### src/rtl/ps2_keyboard.sv
// PS/2 set-2 keyboard receiver and make/break decoder for the Hack computer.
// Produces the 16-bit key code the CPU reads at address 0x6000.
module ps2_keyboard #(
    parameter int unsigned FILTER_LEN     = 4,
    parameter int unsigned TIMEOUT_CYCLES = 50000
) (
    input  logic        clock,
    input  logic        reset,
    input  logic        ps2_clk,
    input  logic        ps2_data,
    output logic [15:0] key,
    output logic        byte_strobe,
    output logic [7:0]  rx_byte,
    output logic        frame_error
);

    localparam int unsigned FILT_W = $clog2(FILTER_LEN + 1);
    localparam int unsigned TO_W   = $clog2(TIMEOUT_CYCLES + 1);

    typedef enum logic [1:0] {RX_IDLE, RX_DATA, RX_PARITY, RX_STOP} rxState_t;
    typedef enum logic [1:0] {DEC_NORMAL, DEC_EXT, DEC_BRK, DEC_EXT_BRK} decState_t;

    // Two-flop synchronizers for both PS/2 lines
    logic [1:0] clkSync;
    logic [1:0] dataSync;

    always_ff @(posedge clock or negedge reset) begin
        if (!reset) begin
            clkSync  <= 2'b11;
            dataSync <= 2'b11;
        end else begin
            clkSync  <= {clkSync[0], ps2_clk};
            dataSync <= {dataSync[0], ps2_data};
        end
    end

    // Glitch filter: the clock level flips only after FILTER_LEN differing samples
    logic              filtClk;
    logic [FILT_W-1:0] filtCnt;
    logic              clkDiffers;
    logic              filtFlip;
    logic              fallEdge;
    logic              dataBit;

    assign clkDiffers = (clkSync[1] != filtClk);
    assign filtFlip   = clkDiffers && (filtCnt == FILT_W'(FILTER_LEN - 1));
    assign fallEdge   = filtFlip && filtClk;
    assign dataBit    = dataSync[1];

    always_ff @(posedge clock or negedge reset) begin
        if (!reset) begin
            filtClk <= 1'b1;
            filtCnt <= '0;
        end else if (!clkDiffers) begin
            filtCnt <= '0;
        end else if (filtFlip) begin
            filtClk <= ~filtClk;
            filtCnt <= '0;
        end else begin
            filtCnt <= filtCnt + FILT_W'(1);
        end
    end

    // Frame receiver
    rxState_t          rxState, rxStateNext;
    logic [7:0]        shiftReg, shiftNext;
    logic [2:0]        bitCnt, bitCntNext;
    logic              parityOk, parityOkNext;
    logic [TO_W-1:0]   toCnt, toCntNext;
    logic [7:0]        rxByteNext;
    logic              strobeNext;
    logic              errorNext;

    always_ff @(posedge clock or negedge reset) begin
        if (!reset) begin
            rxState     <= RX_IDLE;
            shiftReg    <= '0;
            bitCnt      <= '0;
            parityOk    <= 1'b0;
            toCnt       <= '0;
            rx_byte     <= '0;
            byte_strobe <= 1'b0;
            frame_error <= 1'b0;
        end else begin
            rxState     <= rxStateNext;
            shiftReg    <= shiftNext;
            bitCnt      <= bitCntNext;
            parityOk    <= parityOkNext;
            toCnt       <= toCntNext;
            rx_byte     <= rxByteNext;
            byte_strobe <= strobeNext;
            frame_error <= errorNext;
        end
    end

    always_comb begin
        rxStateNext  = rxState;
        shiftNext    = shiftReg;
        bitCntNext   = bitCnt;
        parityOkNext = parityOk;
        toCntNext    = '0;
        rxByteNext   = rx_byte;
        strobeNext   = 1'b0;
        errorNext    = 1'b0;

        case (rxState)
            RX_IDLE: begin
                if (fallEdge && !dataBit) begin
                    rxStateNext = RX_DATA;
                    bitCntNext  = '0;
                end
            end
            RX_DATA: begin
                if (fallEdge) begin
                    shiftNext  = {dataBit, shiftReg[7:1]};
                    bitCntNext = bitCnt + 3'd1;
                    if (bitCnt == 3'd7) begin
                        rxStateNext = RX_PARITY;
                    end
                end
            end
            RX_PARITY: begin
                if (fallEdge) begin
                    parityOkNext = ^{shiftReg, dataBit};
                    rxStateNext  = RX_STOP;
                end
            end
            RX_STOP: begin
                if (fallEdge) begin
                    if (dataBit && parityOk) begin
                        rxByteNext = shiftReg;
                        strobeNext = 1'b1;
                    end else begin
                        errorNext = 1'b1;
                    end
                    rxStateNext = RX_IDLE;
                end
            end
        endcase

        // Mid-frame watchdog, cleared by every falling edge
        if (rxState != RX_IDLE && !fallEdge) begin
            if (toCnt == TO_W'(TIMEOUT_CYCLES - 1)) begin
                errorNext   = 1'b1;
                rxStateNext = RX_IDLE;
            end else begin
                toCntNext = toCnt + TO_W'(1);
            end
        end
    end

    function automatic logic [7:0] baseMap(input logic [7:0] sc);
        baseMap = 8'd0;
        case (sc)
            8'h1C: baseMap = 8'd65;  8'h32: baseMap = 8'd66;  8'h21: baseMap = 8'd67;
            8'h23: baseMap = 8'd68;  8'h24: baseMap = 8'd69;  8'h2B: baseMap = 8'd70;
            8'h34: baseMap = 8'd71;  8'h33: baseMap = 8'd72;  8'h43: baseMap = 8'd73;
            8'h3B: baseMap = 8'd74;  8'h42: baseMap = 8'd75;  8'h4B: baseMap = 8'd76;
            8'h3A: baseMap = 8'd77;  8'h31: baseMap = 8'd78;  8'h44: baseMap = 8'd79;
            8'h4D: baseMap = 8'd80;  8'h15: baseMap = 8'd81;  8'h2D: baseMap = 8'd82;
            8'h1B: baseMap = 8'd83;  8'h2C: baseMap = 8'd84;  8'h3C: baseMap = 8'd85;
            8'h2A: baseMap = 8'd86;  8'h1D: baseMap = 8'd87;  8'h22: baseMap = 8'd88;
            8'h35: baseMap = 8'd89;  8'h1A: baseMap = 8'd90;
            8'h45: baseMap = 8'd48;  8'h16: baseMap = 8'd49;  8'h1E: baseMap = 8'd50;
            8'h26: baseMap = 8'd51;  8'h25: baseMap = 8'd52;  8'h2E: baseMap = 8'd53;
            8'h36: baseMap = 8'd54;  8'h3D: baseMap = 8'd55;  8'h3E: baseMap = 8'd56;
            8'h46: baseMap = 8'd57;
            8'h29: baseMap = 8'd32;  8'h5A: baseMap = 8'd128; 8'h66: baseMap = 8'd129;
            8'h76: baseMap = 8'd140;
            8'h05: baseMap = 8'd141; 8'h06: baseMap = 8'd142; 8'h04: baseMap = 8'd143;
            8'h0C: baseMap = 8'd144; 8'h03: baseMap = 8'd145; 8'h0B: baseMap = 8'd146;
            8'h83: baseMap = 8'd147; 8'h0A: baseMap = 8'd148; 8'h01: baseMap = 8'd149;
            8'h09: baseMap = 8'd150; 8'h78: baseMap = 8'd151; 8'h07: baseMap = 8'd152;
            8'h0E: baseMap = 8'd96;  8'h4E: baseMap = 8'd45;  8'h55: baseMap = 8'd61;
            8'h54: baseMap = 8'd91;  8'h5B: baseMap = 8'd93;  8'h5D: baseMap = 8'd92;
            8'h4C: baseMap = 8'd59;  8'h52: baseMap = 8'd39;  8'h41: baseMap = 8'd44;
            8'h49: baseMap = 8'd46;  8'h4A: baseMap = 8'd47;
            default: baseMap = 8'd0;
        endcase
    endfunction

    function automatic logic [7:0] extMap(input logic [7:0] sc);
        extMap = 8'd0;
        case (sc)
            8'h6B: extMap = 8'd130;  8'h75: extMap = 8'd131;
            8'h74: extMap = 8'd132;  8'h72: extMap = 8'd133;
            8'h6C: extMap = 8'd134;  8'h69: extMap = 8'd135;
            8'h7D: extMap = 8'd136;  8'h7A: extMap = 8'd137;
            8'h70: extMap = 8'd138;  8'h71: extMap = 8'd139;
            default: extMap = 8'd0;
        endcase
    endfunction

    // Make/break decoder; an unmapped code (value 0) never changes the key
    decState_t  decState, decStateNext;
    logic [7:0] keyCode, keyCodeNext;
    logic [7:0] baseCode;
    logic [7:0] extCode;

    assign baseCode = baseMap(rx_byte);
    assign extCode  = extMap(rx_byte);
    assign key      = {8'h00, keyCode};

    always_ff @(posedge clock or negedge reset) begin
        if (!reset) begin
            decState <= DEC_NORMAL;
            keyCode  <= '0;
        end else begin
            decState <= decStateNext;
            keyCode  <= keyCodeNext;
        end
    end

    always_comb begin
        decStateNext = decState;
        keyCodeNext  = keyCode;
        if (byte_strobe) begin
            case (decState)
                DEC_NORMAL: begin
                    if (rx_byte == 8'hE0) begin
                        decStateNext = DEC_EXT;
                    end else if (rx_byte == 8'hF0) begin
                        decStateNext = DEC_BRK;
                    end else if (baseCode != 8'd0) begin
                        keyCodeNext = baseCode;
                    end
                end
                DEC_EXT: begin
                    if (rx_byte == 8'hF0) begin
                        decStateNext = DEC_EXT_BRK;
                    end else begin
                        decStateNext = DEC_NORMAL;
                        if (extCode != 8'd0) begin
                            keyCodeNext = extCode;
                        end
                    end
                end
                DEC_BRK: begin
                    decStateNext = DEC_NORMAL;
                    if (baseCode != 8'd0 && baseCode == keyCode) begin
                        keyCodeNext = '0;
                    end
                end
                DEC_EXT_BRK: begin
                    decStateNext = DEC_NORMAL;
                    if (extCode != 8'd0 && extCode == keyCode) begin
                        keyCodeNext = '0;
                    end
                end
            endcase
        end
    end

endmodule

### config.mk
export PLATFORM = sky130hd
export DESIGN_NAME = ps2_keyboard
export DESIGN_NICKNAME = d
export VERILOG_FILES = /design/src/rtl/ps2_keyboard.sv
export SDC_FILE = /design/constraint.sdc
export NUM_CORES = 1
export LEC_CHECK = 0
export CORE_UTILIZATION = 58
export CTS_CLUSTER_DIAMETER = 60
export CTS_CLUSTER_SIZE = 25
export DETAILED_ROUTE_END_ITERATION = 12
export GPL_ROUTABILITY_DRIVEN = 0
export MAX_ROUTING_LAYER = met4
export PLACE_DENSITY = 0.83
export SETUP_SLACK_MARGIN = 0.2
export SLEW_MARGIN = 30
export SYNTH_ARGS = -nofsm -noshare
export SYNTH_HDL_FRONTEND = slang
export SYNTH_SLANG_ARGS = --single-unit
### constraint.sdc
create_clock -name clock -period 4.2 [get_ports clock]
set_input_delay 0.84 -clock clock [delete_from_list [all_inputs] [get_ports clock]]
set_output_delay 0.84 -clock clock [all_outputs]
set_load 0.02 [all_outputs]
==> load_flow_metrics.sql, run 1 <==
INSERT INTO impl_metrics (metric_group, metric, value, unit) VALUES
('clock_tree', 'clkSinkCount', '58', ''),
('global_route', 'grt_antenna_before_repair', '0', ''),
('timing', 'hold-worst-slack', '356', 'ps'),
('power_and_ir_drop', 'p_clk_share', '44.3', '%'),
('die', 'die_x', '87.9', 'µm'),
('final_layout', 'fillCellCount', '539', ''),
('timing', 'worstMarginPinSlew', '825', 'ps'),
('clock_tree', 'htree_levels', '3', ''),
('power_and_ir_drop', 'ir_worst_vdd', '0.282', 'mV'),
('final_layout', 'multi_input_comb_area', '2550', 'µm²'),
('power_and_ir_drop', 'switching_share', '23.4', '%'),
('synthesis', 'synth_flop_cell', 'sky130_fd_sc_hd__dfrtp_1', ''),
('setup_path', 'cp.arrival', '3970', 'ps'),
('timing', 'max_slew_margin', '45.0', '%'),
('routing', 'wire_per_inst', '17.0', 'µm'),
('global_route', 'grt_max_degree', '59', ''),
('routing', 'viasPerCell', '6.39', ''),
('hold_path', 'hold_crit_path_type', 'reg -> reg', ''),
('synthesis', 'combinational_family_with_the_most_area_after_synthesis', 'simple AND/OR/NAND/NOR gates', ''),
('routing', 'drc', '0', ''),
('synthesis', 'number_of_enable_flip_flop_cells_after_synthesis', '0', ''),
('power_and_ir_drop', 'power.leakage', '2.00', 'nW'),
('clock_tree', 'cts-buffers-inserted', '9', ''),
('synthesis', 'yosysSeqAreaShare', '34.1', '%'),
('outcome', 'run_status', 'finished clean', ''),
('clock_tree', 'cts_post_setup_buffers_inserted', '0', ''),
('final_layout', 'num_antenna_cells', '0', ''),
('synthesis', 'synth_compound_area_share', '20.6', '%'),
('synthesis', 'synthXorXnorAreaFrac', '7.17', '%'),
('power_and_ir_drop', 'powerDensity', '271', 'nW/µm²'),
('final_layout', 'layout.core_utilization', '67.4', '%'),
('timing', 'max_freq', '0.268', 'GHz'),
('run', 'timing.max_cap.violations', '0', ''),
('die', 'die_height', '87.9', 'µm'),
('clock_tree', 'root_buffer', 'sky130_fd_sc_hd__clkbuf_8', ''),
('setup_path', 'timing_worst_setup_path_type', 'reg -> reg', ''),
('setup_path', 'crit_path_required_time', '4440', 'ps'),
('clock_tree', 'ctsResizeCount', '0', ''),
('die', 'initial_core_util', '61.6', '%'),
('clock_tree', 'path_clk_slew', '70', 'ps'),
('timing', 'final.setup.tns', '0', 'ps'),
('timing', 'period_minus_slack', '3730', 'ps'),
('final_layout', 'mostFrequentLayoutCells', 'sky130_fd_sc_hd__nand2_1 (69), sky130_fd_sc_hd__dfrtp_1 (53), sky130_fd_sc_hd__nor2_1 (45), sky130_fd_sc_hd__o21ai_0 (33), sky130_fd_sc_hd__xnor2_1 (22)', ''),
('routing', 'drt_iter0_markers', '432', ''),
('routing', 'via_count', '3888', ''),
('synthesis', 'synth.area.mux_share', '3.36', '%'),
('die', 'die_area', '7720', 'µm²'),
('timing', 'rsz0062_at_grt', 'false', ''),
('setup_path', 'cp-end-kind', 'flip-flop', ''),
('global_route', 'track_usage', '30.1', '%'),
('synthesis', 'netlist_instances', '499', ''),
('timing', 'final-hold-violation-count', '0', ''),
('die', 'io-pin-count', '30', ''),
('final_layout', 'area_growth', '9.36', '%'),
('setup_path', 'critical_path.startpoint_type', 'flip-flop', ''),
('synthesis', 'synth_cell_type_count', '84', ''),
('clock_tree', 'number_of_buffers_between_clock_root_and_the_deepest_sink', '2', ''),
('power_and_ir_drop', 'seq_pwr_share', '48.4', '%'),
('place', 'io_buffers', '21', ''),
('global_route', 'overflow', '0', ''),
('synthesis', 'synth_seq_cells', '58', ''),
('clock_tree', 'clk_latency', '330', 'ps'),
('routing', 'dr.pass1.iters', '6', ''),
('final_layout', 'sequential_area', '1460', 'µm²'),
('setup_path', 'critPathMaxFanout', '15', ''),
('synthesis', 'synth_simple_gate_area_share', '24.5', '%'),
('place', 'hpwlAfterDp', '7.22', 'mm'),
('synthesis', 'synth-adder-area-share', '3.22', '%'),
('timing', 'final.period_utilization', '88.8', '%'),
('final_layout', 'finalNetCount', '522', ''),
('die', 'floorplan.rows', '30', '');
[metal layers]
metal  vias to the layer above  global-route usage [%]  wire length, µm
met4                         0                    15.1              342
met1                      1839                    37.2             4250
met2                       192                    46.7             4930
met5                         -                       -                0
met3                        51                    6.60              842
li1                       1806                       -                -
[sequential cells by signal (all words and copies together) (netlist names), 3 cells and up]
name	count
keyCode	8
bitCnt	3
toCnt	16
shiftReg	8
filtCnt	3
rx_byte	8
[power by group through the flow]
stage | Combinational, mW | Clock, mW | Sequential (mW)
2_1_floorplan | 0.0778 | 0 | 0.614
3_3_place_gp | 0.0869 | 0 | 0.622
3_5_place_dp | 0.0923 | 0 | 0.623
4_1_cts | 0.0939 | 0.575 | 0.613
5_1_grt | 0.108 | 0.601 | 0.617
6_report | 0.0926 | 0.563 | 0.614
[per-stage QoR]
| stage | power, mW | instance area, µm² | instances | worst slack (ps) |
|---|---|---|---|---|
| 2_1_floorplan | 0.692 | 4300 | 506 | 622 |
| 3_3_place_gp | 0.709 | 4450 | 591 | 694 |
| 3_5_place_dp | 0.715 | 4450 | 592 | 538 |
| 4_1_cts | 1.28 | 4670 | 608 | 549 |
| 5_1_grt | 1.33 | 4680 | 608 | 273 |
| 6_report | 1.27 | 4680 | 608 | 471 |
[final cells by class]
class	instances	share of cell area, %
timing repair buffer	30	5.78
multi-input combinational	392	54.5
sequential	58	31.2
inverter	16	1.28
clock inverter	5	1.66
clock buffer	11	3.02
tap	96	2.57
[worst paths after layout]
| check | endpoint | cells after the start | startpoint | slack (ps) |
|---|---|---|---|---|
| worst max-delay path | keyCode[7]$_DFFE_PN0P_ | 11 | rx_byte[0]$_DFFE_PN0P_ | 470 |
| worst min-delay path | clkSync[1]$_DFF_PN1_ | 0 | clkSync[0]$_DFF_PN1_ | 360 |
| worst max register to register | keyCode[7]$_DFFE_PN0P_ | 11 | rx_byte[0]$_DFFE_PN0P_ | 470 |
| worst min register to register | clkSync[1]$_DFF_PN1_ | 0 | clkSync[0]$_DFF_PN1_ | 360 |
| max in group asynchronous | keyCode[4]$_DFFE_PN0P_ | 2 | reset | 3080 |
| min in group asynchronous | toCnt[8]$_DFF_PN0_ | 2 | reset | 630 |
[cell usage after synthesis, types with 11 or more instances]
master | instances | area (µm²)
sky130_fd_sc_hd__clkbuf_1 | 13 | 48.8
sky130_fd_sc_hd__nand3_1 | 16 | 80.1
sky130_fd_sc_hd__inv_1 | 14 | 52.6
sky130_fd_sc_hd__buf_4 | 13 | 97.6
sky130_fd_sc_hd__xnor2_1 | 22 | 193
sky130_fd_sc_hd__o21ai_0 | 33 | 165
sky130_fd_sc_hd__nand2_1 | 69 | 259
sky130_fd_sc_hd__ha_1 | 11 | 138
sky130_fd_sc_hd__nor2_1 | 45 | 169
sky130_fd_sc_hd__xor2_1 | 13 | 114
sky130_fd_sc_hd__dfrtp_1 | 53 | 1330
sky130_fd_sc_hd__a21oi_1 | 13 | 65.1
sky130_fd_sc_hd__nor3_1 | 12 | 60.1
[kinds of logic (layout without fill, tap and decap cells)]
family,count (synthesis),count (layout)
other cells,1,8
mux,10,10
flops,58,58
buf+inv,56,62
simple gates,206,206
compound gates,122,122
fa+ha+maj,11,11
xor+xnor,35,35
[critical path, cell delays in order (launching register included)]
cell and delay, ps:
sky130_fd_sc_hd__dfrtp_1 610, sky130_fd_sc_hd__inv_1 200, sky130_fd_sc_hd__ha_1 440, sky130_fd_sc_hd__mux2_1 360
sky130_fd_sc_hd__a21oi_1 170, sky130_fd_sc_hd__a311oi_1 70, sky130_fd_sc_hd__a41o_1 260, sky130_fd_sc_hd__or4_4 560
sky130_fd_sc_hd__or2_0 210, sky130_fd_sc_hd__o41a_1 360, sky130_fd_sc_hd__a21o_1 220, sky130_fd_sc_hd__a32oi_2 170
(Power assumes the default switching activity.)
==> run 2: changes to the inputs <==
- SLEW_MARGIN: 30 -> 0
==> load_flow_metrics.sql, run 2 (synthesized netlist as in run 1, its figures left out) <==
INSERT INTO impl_metrics (metric_group, metric, value, unit) VALUES
('clock_tree', 'number_of_buffers_between_clock_root_and_the_deepest_sink', '2', ''),
('place', 'io_buffers', '21', ''),
('routing', 'viasPerCell', '6.40', ''),
('timing', 'final.setup.tns', '0', 'ps'),
('routing', 'dr.pass1.iters', '6', ''),
('final_layout', 'largest_register_ffs', '16', ''),
('setup_path', 'crit_path_required_time', '4470', 'ps'),
('timing', 'max_slew_margin', '23.7', '%'),
('setup_path', 'worstRegToRegCells', '11', ''),
('setup_path', 'cp-end-kind', 'flip-flop', ''),
('setup_path', 'startpoint_of_the_most_critical_register_to_register_path', 'rx_byte[0]$_DFFE_PN0P_', ''),
('power_and_ir_drop', 'ir_worst_vdd', '0.269', 'mV'),
('timing', 'clock_skew', '13.0', 'ps'),
('final_layout', 'fillCellCount', '572', ''),
('global_route', 'overflow', '0', ''),
('setup_path', 'rr_endpoint', 'keyCode[6]$_DFFE_PN0P_', ''),
('final_layout', 'num_antenna_cells', '0', ''),
('clock_tree', 'clkSinkCount', '58', ''),
('final_layout', 'mostFrequentLayoutCells', 'sky130_fd_sc_hd__nand2_1 (69), sky130_fd_sc_hd__dfrtp_1 (53), sky130_fd_sc_hd__nor2_1 (45), sky130_fd_sc_hd__o21ai_0 (33), sky130_fd_sc_hd__xnor2_1 (22)', ''),
('die', 'initial_core_util', '61.6', '%'),
('final_layout', 'largest_register', 'toCnt', ''),
('final_layout', 'layoutNonFillerInstCount', '607', ''),
('clock_tree', 'cts_post_setup_buffers_inserted', '0', ''),
('die', 'floorplan.rows', '30', ''),
('hold_path', 'holdPathStages', '0', ''),
('global_route', 'grt_antenna_before_repair', '0', ''),
('global_route', 'number_of_global_route_vias_before_repair', '3575', ''),
('timing', 'worstMarginPinSlew', '1140', 'ps'),
('routing', 'drt_iter0_markers', '375', ''),
('hold_path', 'whs_endpoint', 'clkSync[1]$_DFF_PN1_', ''),
('power_and_ir_drop', 'power.leakage', '1.98', 'nW'),
('hold_path', 'hold_path.startpoint', 'clkSync[0]$_DFF_PN1_', ''),
('clock_tree', 'tritoncts', 'yes', ''),
('setup_path', 'timing.reg2reg.setup_slack', '490', 'ps'),
('global_route', 'track_usage', '29.1', '%'),
('setup_path', 'worst-path-buf-inv', '1', ''),
('clock_tree', 'root_buffer', 'sky130_fd_sc_hd__clkbuf_8', ''),
('power_and_ir_drop', 'powerDensity', '253', 'nW/µm²'),
('timing', 'final.period_utilization', '88.3', '%'),
('clock_tree', 'path_clk_slew', '70', 'ps'),
('die', 'die_x', '87.9', 'µm'),
('run', 'timing.max_cap.violations', '0', ''),
('global_route', 'grt_use_met3', '6.31', '%'),
('timing', 'slew_violations', '0', ''),
('setup_path', 'slowest_delay', '600', 'ps'),
('global_route', 'grt_max_degree', '59', ''),
('setup_path', 'timing_worst_setup_path_type', 'reg -> reg', ''),
('timing', 'rsz0062_at_grt', 'false', ''),
('routing', 'wirelength', '10.2', 'mm'),
('routing', 'via_count', '3886', ''),
('timing', 'period_minus_slack', '3710', 'ps'),
('global_route', 'global_route.peak_usage_layer', 'met2', ''),
('die', 'io-pin-count', '30', ''),
('die', 'coreArea', '6940', 'µm²'),
('place', 'hpwlAfterDp', '7.22', 'mm'),
('global_route', 'grt_use_met2', '44.7', '%'),
('global_route', 'globalRouteMet1Util', '35.3', '%'),
('routing', 'drc', '0', ''),
('final_layout', 'drive_gt1_share', '11.4', '%'),
('timing', 'max_freq', '0.270', 'GHz'),
('outcome', 'run_status', 'finished clean', ''),
('final_layout', 'finalNetCount', '521', ''),
('clock_tree', 'cts-buffers-inserted', '9', ''),
('hold_path', 'hold_crit_path_type', 'reg -> reg', ''),
('setup_path', 'cpLargestDelayFamily', 'compound AO/OA/AOI/OAI gates', ''),
('global_route', 'grt_pass1_wl', '16.6', 'mm'),
('timing', 'report.final.setup_viol', '0', ''),
('timing', 'final-hold-violation-count', '0', ''),
('setup_path', 'path_cells', 'inv_1 -> ha_1 -> mux4_2 -> o21ai_0 -> a21oi_1 -> a31o_1 -> or4b_4 -> o41ai_4 -> nor2_2 -> nand2_2 -> a32o_1', ''),
('clock_tree', 'ctsResizeCount', '0', ''),
('final_layout', 'area_growth', '8.45', '%'),
('clock_tree', 'htree_levels', '3', ''),
('routing', 'wire_per_inst', '16.9', 'µm'),
('final_layout', 'mostFrequentLayoutCell', 'sky130_fd_sc_hd__nand2_1', ''),
('setup_path', 'critical_path.slowest_cell', 'sky130_fd_sc_hd__dfrtp_1', ''),
('setup_path', 'critPathMaxFanout', '15', ''),
('routing', 'antenna_left', '0', ''),
('clock_tree', 'clk_latency', '340', 'ps'),
('place', 'place.detailed.instances', '591', ''),
('clock_tree', 'postCtsHoldBufs', '0', ''),
('setup_path', 'critical_path.startpoint_type', 'flip-flop', ''),
('setup_path', 'cp.arrival', '3980', 'ps'),
('die', 'die_height', '87.9', 'µm'),
('die', 'die_area', '7720', 'µm²');
==> run 2: cell types whose count changed in the layout (fill, tap and decap cells not counted), sizes merged <==
| cell | before | now |
|---|---|---|
| clkinvlp | 1 | 2 |
| clkbuf | 11 | 12 |
| buf | 10 | 9 |
| bufinv | 2 | 0 |
==> run 2: final cells by class <==
class,instances,area [µm²],share of cell area (%)
Clock buffer,12,165,3.56
Clock inverter,4,25.0,0.539
Timing Repair Buffer,29,265,5.72
Sequential cell,58,1460,31.4
Inverter,16,60.1,1.29
Tap cell,96,120,2.59
Multi-Input combinational cell,392,2550,54.9
==> run 2: worst register-to-register path: stages, from the launching register on <==
cell                      delay, ps
sky130_fd_sc_hd__dfrtp_1        600
sky130_fd_sc_hd__inv_1          190
sky130_fd_sc_hd__ha_1           450
sky130_fd_sc_hd__mux4_2         540
sky130_fd_sc_hd__o21ai_0        220
sky130_fd_sc_hd__a21oi_1         90
sky130_fd_sc_hd__a31o_1         220
sky130_fd_sc_hd__or4b_4         550
sky130_fd_sc_hd__o41ai_4        290
sky130_fd_sc_hd__nor2_2         130
sky130_fd_sc_hd__nand2_2        180
sky130_fd_sc_hd__a32o_1         200
==> run 2: power by group <==
| part | switching, mW | total, mW | internal, mW |
|---|---|---|---|
| combinational | 0.0568 | 0.0888 | 0.0320 |
| sequential | 0.0235 | 0.614 | 0.590 |
| clock | 0.213 | 0.473 | 0.260 |
==> run 2: worst max path at each step <==
stage	cells after the start	to	startpoint	slack, ps
after floorplan	13	keyCode[7]$_DFFE_PN0P_	rx_byte[0]$_DFFE_PN0P_	620
after global placement	10	keyCode[0]$_DFFE_PN0P_	rx_byte[0]$_DFFE_PN0P_	690
after detailed placement	11	keyCode[7]$_DFFE_PN0P_	rx_byte[0]$_DFFE_PN0P_	540
after CTS	11	keyCode[6]$_DFFE_PN0P_	rx_byte[0]$_DFFE_PN0P_	540
after global routing	10	keyCode[0]$_DFFE_PN0P_	rx_byte[0]$_DFFE_PN0P_	330
final	11	keyCode[6]$_DFFE_PN0P_	rx_byte[0]$_DFFE_PN0P_	490
==> run 2: through the flow <==
step	power [mW]	cell area [µm²]	hold WS [ps]	setup WS (ps)	util, %
after floorplan	0.692	4300	345	622	-
after global placement	0.709	4450	346	694	64.1
after detailed placement	0.712	4450	348	540	64.1
after CTS	1.19	4640	357	542	66.8
after global routing	1.23	4640	363	327	66.8
final	1.18	4640	356	491	66.8
==> run 2: metal layers <==
metal / part of all wire (%) / vias up
met5: 0 / -
met4: 4.0 / 0
met1: 41 / 1812
met2: 48 / 211
met3: 7.5 / 60
li1: - / 1803
